--- src/rtl/uart_rx_frame_ctrl.sv ---
// Frames the UART RX byte stream (SYNC CMD LEN payload CHK) into checked command packets
// with a host-readable payload buffer. Define UART_FRAME_STATS_EN to add good/error frame counters.
module uart_rx_frame_ctrl #(
    parameter int         CLKS_PER_BIT = 87,
    parameter logic [7:0] SYNC_BYTE    = 8'hA5,
    parameter int         MAX_LEN      = 16,
    parameter int         TIMEOUT_BITS = 20
) (
    input  logic                       i_Clock,
    input  logic                       i_Reset,
    input  logic                       i_Enable,
    input  logic                       i_RX_DV,
    input  logic [7:0]                 i_RX_Byte,
    input  logic [$clog2(MAX_LEN)-1:0] i_Rd_Addr,
    output logic [7:0]                 o_Rd_Data,
    output logic                       o_Frame_Valid,
    output logic [7:0]                 o_Cmd,
    output logic [7:0]                 o_Frame_Len,
    output logic                       o_Err,
    output logic [1:0]                 o_Err_Code,
`ifdef UART_FRAME_STATS_EN
    output logic [15:0]                o_Good_Count,
    output logic [15:0]                o_Err_Count,
`endif
    output logic                       o_Busy
);

    localparam int TIMEOUT_CLKS = TIMEOUT_BITS * CLKS_PER_BIT;
    localparam int TW           = $clog2(TIMEOUT_CLKS + 1);
    localparam int AW           = $clog2(MAX_LEN);

    localparam logic [1:0] ERR_LEN = 2'b01;
    localparam logic [1:0] ERR_CHK = 2'b10;
    localparam logic [1:0] ERR_TO  = 2'b11;

    typedef enum logic [2:0] {IDLE, GET_CMD, GET_LEN, GET_DATA, GET_CHK} state_t;

    state_t          state;
    logic [7:0]      cmd_sh;
    logic [7:0]      len_sh;
    logic [7:0]      sum;
    logic [AW-1:0]   idx;
    logic [TW-1:0]   to_cnt;
    logic [7:0]      mem [MAX_LEN];

    logic            wr_en;
    logic            timeout_hit;

    assign wr_en       = (state == GET_DATA) && i_RX_DV && i_Enable;
    // Fires on the clock where the idle count would reach TIMEOUT_CLKS.
    assign timeout_hit = (to_cnt == TW'(TIMEOUT_CLKS - 1));
    assign o_Busy      = (state != IDLE);

    always_ff @(posedge i_Clock or posedge i_Reset) begin
        if (i_Reset) begin
            state         <= IDLE;
            cmd_sh        <= '0;
            len_sh        <= '0;
            sum           <= '0;
            idx           <= '0;
            to_cnt        <= '0;
            o_Frame_Valid <= 1'b0;
            o_Err         <= 1'b0;
            o_Err_Code    <= '0;
            o_Cmd         <= '0;
            o_Frame_Len   <= '0;
        end else begin
            o_Frame_Valid <= 1'b0;
            o_Err         <= 1'b0;
            if (state == IDLE) begin
                to_cnt <= '0;
                idx    <= '0;
                if (i_RX_DV && i_Enable && (i_RX_Byte == SYNC_BYTE))
                    state <= GET_CMD;
            end else if (!i_Enable) begin
                // Silent abort: no error, no commit.
                state  <= IDLE;
                to_cnt <= '0;
            end else if (i_RX_DV) begin
                to_cnt <= '0;
                case (state)
                    GET_CMD: begin
                        cmd_sh <= i_RX_Byte;
                        sum    <= i_RX_Byte;
                        state  <= GET_LEN;
                    end
                    GET_LEN: begin
                        len_sh <= i_RX_Byte;
                        sum    <= sum + i_RX_Byte;
                        idx    <= '0;
                        if (i_RX_Byte > 8'(MAX_LEN)) begin
                            o_Err      <= 1'b1;
                            o_Err_Code <= ERR_LEN;
                            state      <= IDLE;
                        end else if (i_RX_Byte == 8'd0) begin
                            state <= GET_CHK;
                        end else begin
                            state <= GET_DATA;
                        end
                    end
                    GET_DATA: begin
                        sum <= sum + i_RX_Byte;
                        if (8'(idx) == len_sh - 8'd1) begin
                            idx   <= '0;
                            state <= GET_CHK;
                        end else begin
                            idx <= idx + AW'(1);
                        end
                    end
                    GET_CHK: begin
                        if (i_RX_Byte == sum) begin
                            o_Frame_Valid <= 1'b1;
                            o_Cmd         <= cmd_sh;
                            o_Frame_Len   <= len_sh;
                        end else begin
                            o_Err      <= 1'b1;
                            o_Err_Code <= ERR_CHK;
                        end
                        state <= IDLE;
                    end
                    default: state <= IDLE;
                endcase
            end else if (timeout_hit) begin
                o_Err      <= 1'b1;
                o_Err_Code <= ERR_TO;
                state      <= IDLE;
                to_cnt     <= '0;
            end else begin
                to_cnt <= to_cnt + TW'(1);
            end
        end
    end

    // Payload RAM is deliberately left unreset.
    always_ff @(posedge i_Clock) begin
        if (wr_en)
            mem[idx] <= i_RX_Byte;
    end

    always_ff @(posedge i_Clock or posedge i_Reset) begin
        if (i_Reset)
            o_Rd_Data <= '0;
        else
            o_Rd_Data <= mem[i_Rd_Addr];
    end

`ifdef UART_FRAME_STATS_EN
    function automatic logic [15:0] sat_inc16(input logic [15:0] v);
        return (v == 16'hFFFF) ? v : v + 16'd1;
    endfunction

    always_ff @(posedge i_Clock or posedge i_Reset) begin
        if (i_Reset) begin
            o_Good_Count <= '0;
            o_Err_Count  <= '0;
        end else begin
            if (o_Frame_Valid)
                o_Good_Count <= sat_inc16(o_Good_Count);
            if (o_Err)
                o_Err_Count <= sat_inc16(o_Err_Count);
        end
    end
`endif

endmodule

--- config.mk ---
export PLATFORM = sky130hd
export DESIGN_NAME = uart_rx_frame_ctrl
export DESIGN_NICKNAME = d
export VERILOG_FILES = /design/src/rtl/uart_rx_frame_ctrl.sv
export SDC_FILE = /design/constraint.sdc
export NUM_CORES = 1
export LEC_CHECK = 0
export CORE_ASPECT_RATIO = 1.1
export CORE_MARGIN = 2
export CORE_UTILIZATION = 54
export DETAILED_ROUTE_END_ITERATION = 10
export GPL_ROUTABILITY_DRIVEN = 0
export PLACE_DENSITY = 0.73
export SLEW_MARGIN = 20
export SYNTH_ARGS = -nofsm -noshare
export SYNTH_HDL_FRONTEND = slang
export SYNTH_SLANG_ARGS = --single-unit
--- constraint.sdc ---
create_clock -name i_Clock -period 2.1 [get_ports i_Clock]
set_input_delay 0.42 -clock i_Clock [delete_from_list [all_inputs] [get_ports i_Clock]]
set_output_delay 0.42 -clock i_Clock [all_outputs]
set_load 0.005 [all_outputs]
==> flow_metrics.py <==
metrics = {
    "global_route": {
        "overflow": 0,
        "track_usage_pct": 25.0,
        "grt_pass1_wl_mm": 29.8,
        "gr-usage-met2_pct": 41.3,
        "gr-max-usage-layer": "met2",
        "grt_pass1_vias": 5316,
        "grt_max_degree": 33,
        "grt_use_met1_pct": 32.6,
        "grt.met3_usage_pct": 5.31,
        "antenna_found_initial": 0,
    },
    "floorplanning": {
        "ios": 45,
        "dieArea_um2": 16400,
        "die_y_um": 134,
        "initial_core_util_pct": 55.4,
        "die_width_um": 122,
        "core.rowCount": 47,
        "core_um2": 15100,
    },
    "sta": {
        "hold_viol_final": 0,
        "rsz0062_at_grt": "true",
        "fin_worst_skew_ns": 0.0104,
        "fin_crit_ns": 2.13,
        "worst_pin_slew_ns": 0.473,
        "fmax_mhz": 470,
        "slew_viol_final": 0,
        "min_period_over_period_pct": 101,
        "relSlewSlack_pct": 68.3,
        "setup_viol": 1,
        "fin_ws_ns": -0.0292,
        "hold_ws_ns": 0.248,
    },
    "route": {
        "drt.antenna.violating_nets": 0,
        "vias_per_cell": 5.76,
        "drt_wl_total_mm": 19.3,
        "drt_iter0_drc": 515,
        "first_pass_iters": 4,
        "vias": 5168,
        "wire_per_inst_um": 21.5,
        "route.detailed.drc": 0,
    },
    "yosys": {
        "synth_ff_type": "edfxtp_1",
        "yosys_warnings": 0,
        "ys_async_sr_fraction_pct": 35.4,
        "syn_avg_cell_area_um2": 15.2,
        "synth_edf_count": 128,
        "synthesis.nets": 577,
        "synth_seq_cells": 198,
        "ys_seq_area_share_pct": 67.1,
        "synth_area_um2": 8340,
        "ys_types": 55,
        "synthCells": 547,
    },
    "critical_path": {
        "crit_top_cell": "o211ai_1",
        "r2r_cells": 8,
        "r2r_slack_ns": -0.03,
        "crit_path_end_kind": "flip-flop",
        "reg2reg_to": "state[0]$_DFFE_PP0P_",
        "cpPeakStageDelay_ns": 0.39,
        "cp.required_ns": 2.42,
        "cp_top_family": "compound AO/OA/AOI/OAI gates",
        "timing.critical_path.buf_inv": 1,
        "critPathArrivalTime_ns": 2.45,
        "reg2reg_from": "len_sh[1]$_DFFE_PP0P_",
        "cp_max_fo": 4,
        "crit_slowest_cell": "dfrtp_1",
        "cp_cell_sequence": "inv_2 > ha_4 > xor2_1 > o211ai_1 > o21ai_2 > o31ai_4 > o211ai_1 > mux2_4",
        "start_kind": "flip-flop",
        "crit_type": "reg2reg",
    },
    "cells_and_area": {
        "nets": 719,
        "area_delta_synth_final_pct": 25.9,
        "layout-drive-gt1-share_pct": 32.8,
        "multiInputGateArea_um2": 2740,
        "ff_latch_area_um2": 5600,
        "nFillCells": 1006,
        "fin_util_pct": 69.7,
        "diodes": 0,
        "final_common_cell": "edfxtp_1",
        "layout_common_cells": "128 x edfxtp_1, 92 x buf_4, 75 x nand2_1",
    },
    "power": {
        "p_leak_uw": 0.00403,
        "peakVddDrop_uv": 628,
        "p_per_area_nw_per_um2": 996,
    },
    "clocking": {
        "cts_tree": "done",
        "cts_hold_buf": 0,
        "clock-root-buffer": "clkbuf_16",
        "path_clk_slew_ns": 0.07,
        "cts_buffers": 17,
        "h-tree-depth": 4,
        "clk_latency_ns": 0.44,
        "cts_buffer_depth": 2,
        "cts.sinks": 198,
    },
    "worst_hold_path": {
        "holdPathStages": 1,
        "hold_path_startpoint": "i_RX_Byte[3]",
        "hold_end": "mem[10][3]$_DFFE_PP_",
        "hold_path.class": "in2reg",
    },
    "placed_design": {
        "place_ws_ns": -0.703,
        "io_buffers": 44,
        "place.detailed.hpwl_mm": 12.6,
    },
    "outcome": {
        "violations": "setup timing",
        "outcome": "finished, violations left",
    },
    "job": {
        "maxCapViolCount": 0,
    },
}
==> how the worst max path moves through the flow <==
| stage | from | endpoint | slack (ns) | cells past startpoint |
|---|---|---|---|---|
| after global placement | i_RX_Byte[0] | sum[6]$_DFFE_PP0P_ | -0.63 | 10 |
| after CTS | to_cnt[4]$_DFF_PP0_ | state[0]$_DFFE_PP0P_ | -0.004 | 6 |
| final | len_sh[1]$_DFFE_PP0P_ | state[0]$_DFFE_PP0P_ | -0.03 | 8 |
| after detailed placement | i_RX_Byte[0] | sum[6]$_DFFE_PP0P_ | -0.70 | 10 |
| after floorplan | i_RX_Byte[5] | o_Frame_Len[2]$_DFFE_PP0P_ | 0.02 | 8 |
| after global routing | len_sh[1]$_DFFE_PP0P_ | state[0]$_DFFE_PP0P_ | -0.10 | 8 |
==> registers in the layout, indices dropped and copies added, names as in the netlist <==
| register | flops |
|---|---|
| sum | 8 |
| o_Err | 1 |
| idx | 4 |
| state | 3 |
| o_Rd_Data | 8 |
| mem | 128 |
| len_sh | 8 |
| cmd_sh | 8 |
| o_Err_Code | 2 |
| o_Frame_Len | 8 |
| o_Cmd | 8 |
| to_cnt | 11 |
| o_Frame_Valid | 1 |
==> cells by family after synthesis <==
kind of cell	after synthesis	synth area share [%]
buf+inv	35	2.00
fa+ha+maj	14	2.19
simple gates	173	9.58
flops	198	67.1
compound gates	53	4.29
xor+xnor	18	1.89
mux	56	12.9
==> layer usage <==
metal | vias to the layer above | wire [um]
li1 | 2345 | -
met1 | 2619 | 7710
met2 | 177 | 10100
met3 | 27 | 1070
met4 | 0 | 434
met5 | - | 0
==> where the power goes <==
part / leakage, uW / switching (uW) / internal, uW / total (uW)
sequential: 0.00205 / 268 / 4460 / 4730
combinational: 0.00169 / 1150 / 1240 / 2390
clock: 0.000290 / 1530 / 1800 / 3340
==> worst reg2reg max path, cell delays in order (launching register included) <==
cell      delay, ns
dfrtp_1        0.39
inv_2          0.07
ha_4           0.16
xor2_1         0.14
o211ai_1       0.19
o21ai_2        0.10
o31ai_4        0.32
o211ai_1       0.27
mux2_4         0.37
==> cells in the mapped netlist (all sizes together), types with 2 or more instances <==
library cell  count  area share (%)
or2               3            0.23
mux2i             3            0.36
a21o              4            0.36
edfxtp          128              46
mux2             13             1.8
nor2b             3            0.23
mux4             40              11
nor4              5            0.38
and3              4            0.32
a2111oi           2            0.44
or4               3            0.33
o21a              2            0.18
nand4             4            0.30
buf               9            0.59
a31oi             2            0.15
nand2b            2            0.15
nand2            76             3.4
xor2             13             1.4
o211ai            3            0.27
nand3            12            0.72
nor3             11            0.66
ha               13             2.0
nand3b            3            0.27
inv              14            0.63
o21ai            22             1.3
xnor2             5            0.53
nor2             38             1.7
a21oi             9            0.54
clkbuf           12            0.78
dfrtp            70              21
or3               3            0.23
==> cell type report <==
cell class / instances / share of cell area (%)
clock buffers: 17 / 4.05
repair buffers: 144 / 11.9
inverters: 14 / 0.537
flip-flops and latches: 198 / 53.4
well taps: 196 / 2.34
clock inverters: 15 / 1.73
multi-input cells: 314 / 26.1
==> through the flow <==
stage	cell area (um^2)	cells	total power, uW	TNS, ns
6_report	10500	898	10500	-0.0292
5_1_grt	10500	898	10900	-0.274
4_1_cts	10300	887	10200	-0.00398
3_5_place_dp	9580	849	6710	-37.13
3_3_place_gp	9580	849	6630	-29.38
2_1_floorplan	8340	547	5900	0
==> repair_timing <==
item                                   4_1_cts  5_1_grt
pin swaps                                    9       19
endpoints found under the hold margin        0        0
setup buffers                                6       11
gates resized for setup                     22       36
setup endpoints to repair                   26       49
Power figures use the tool's default switching activity.
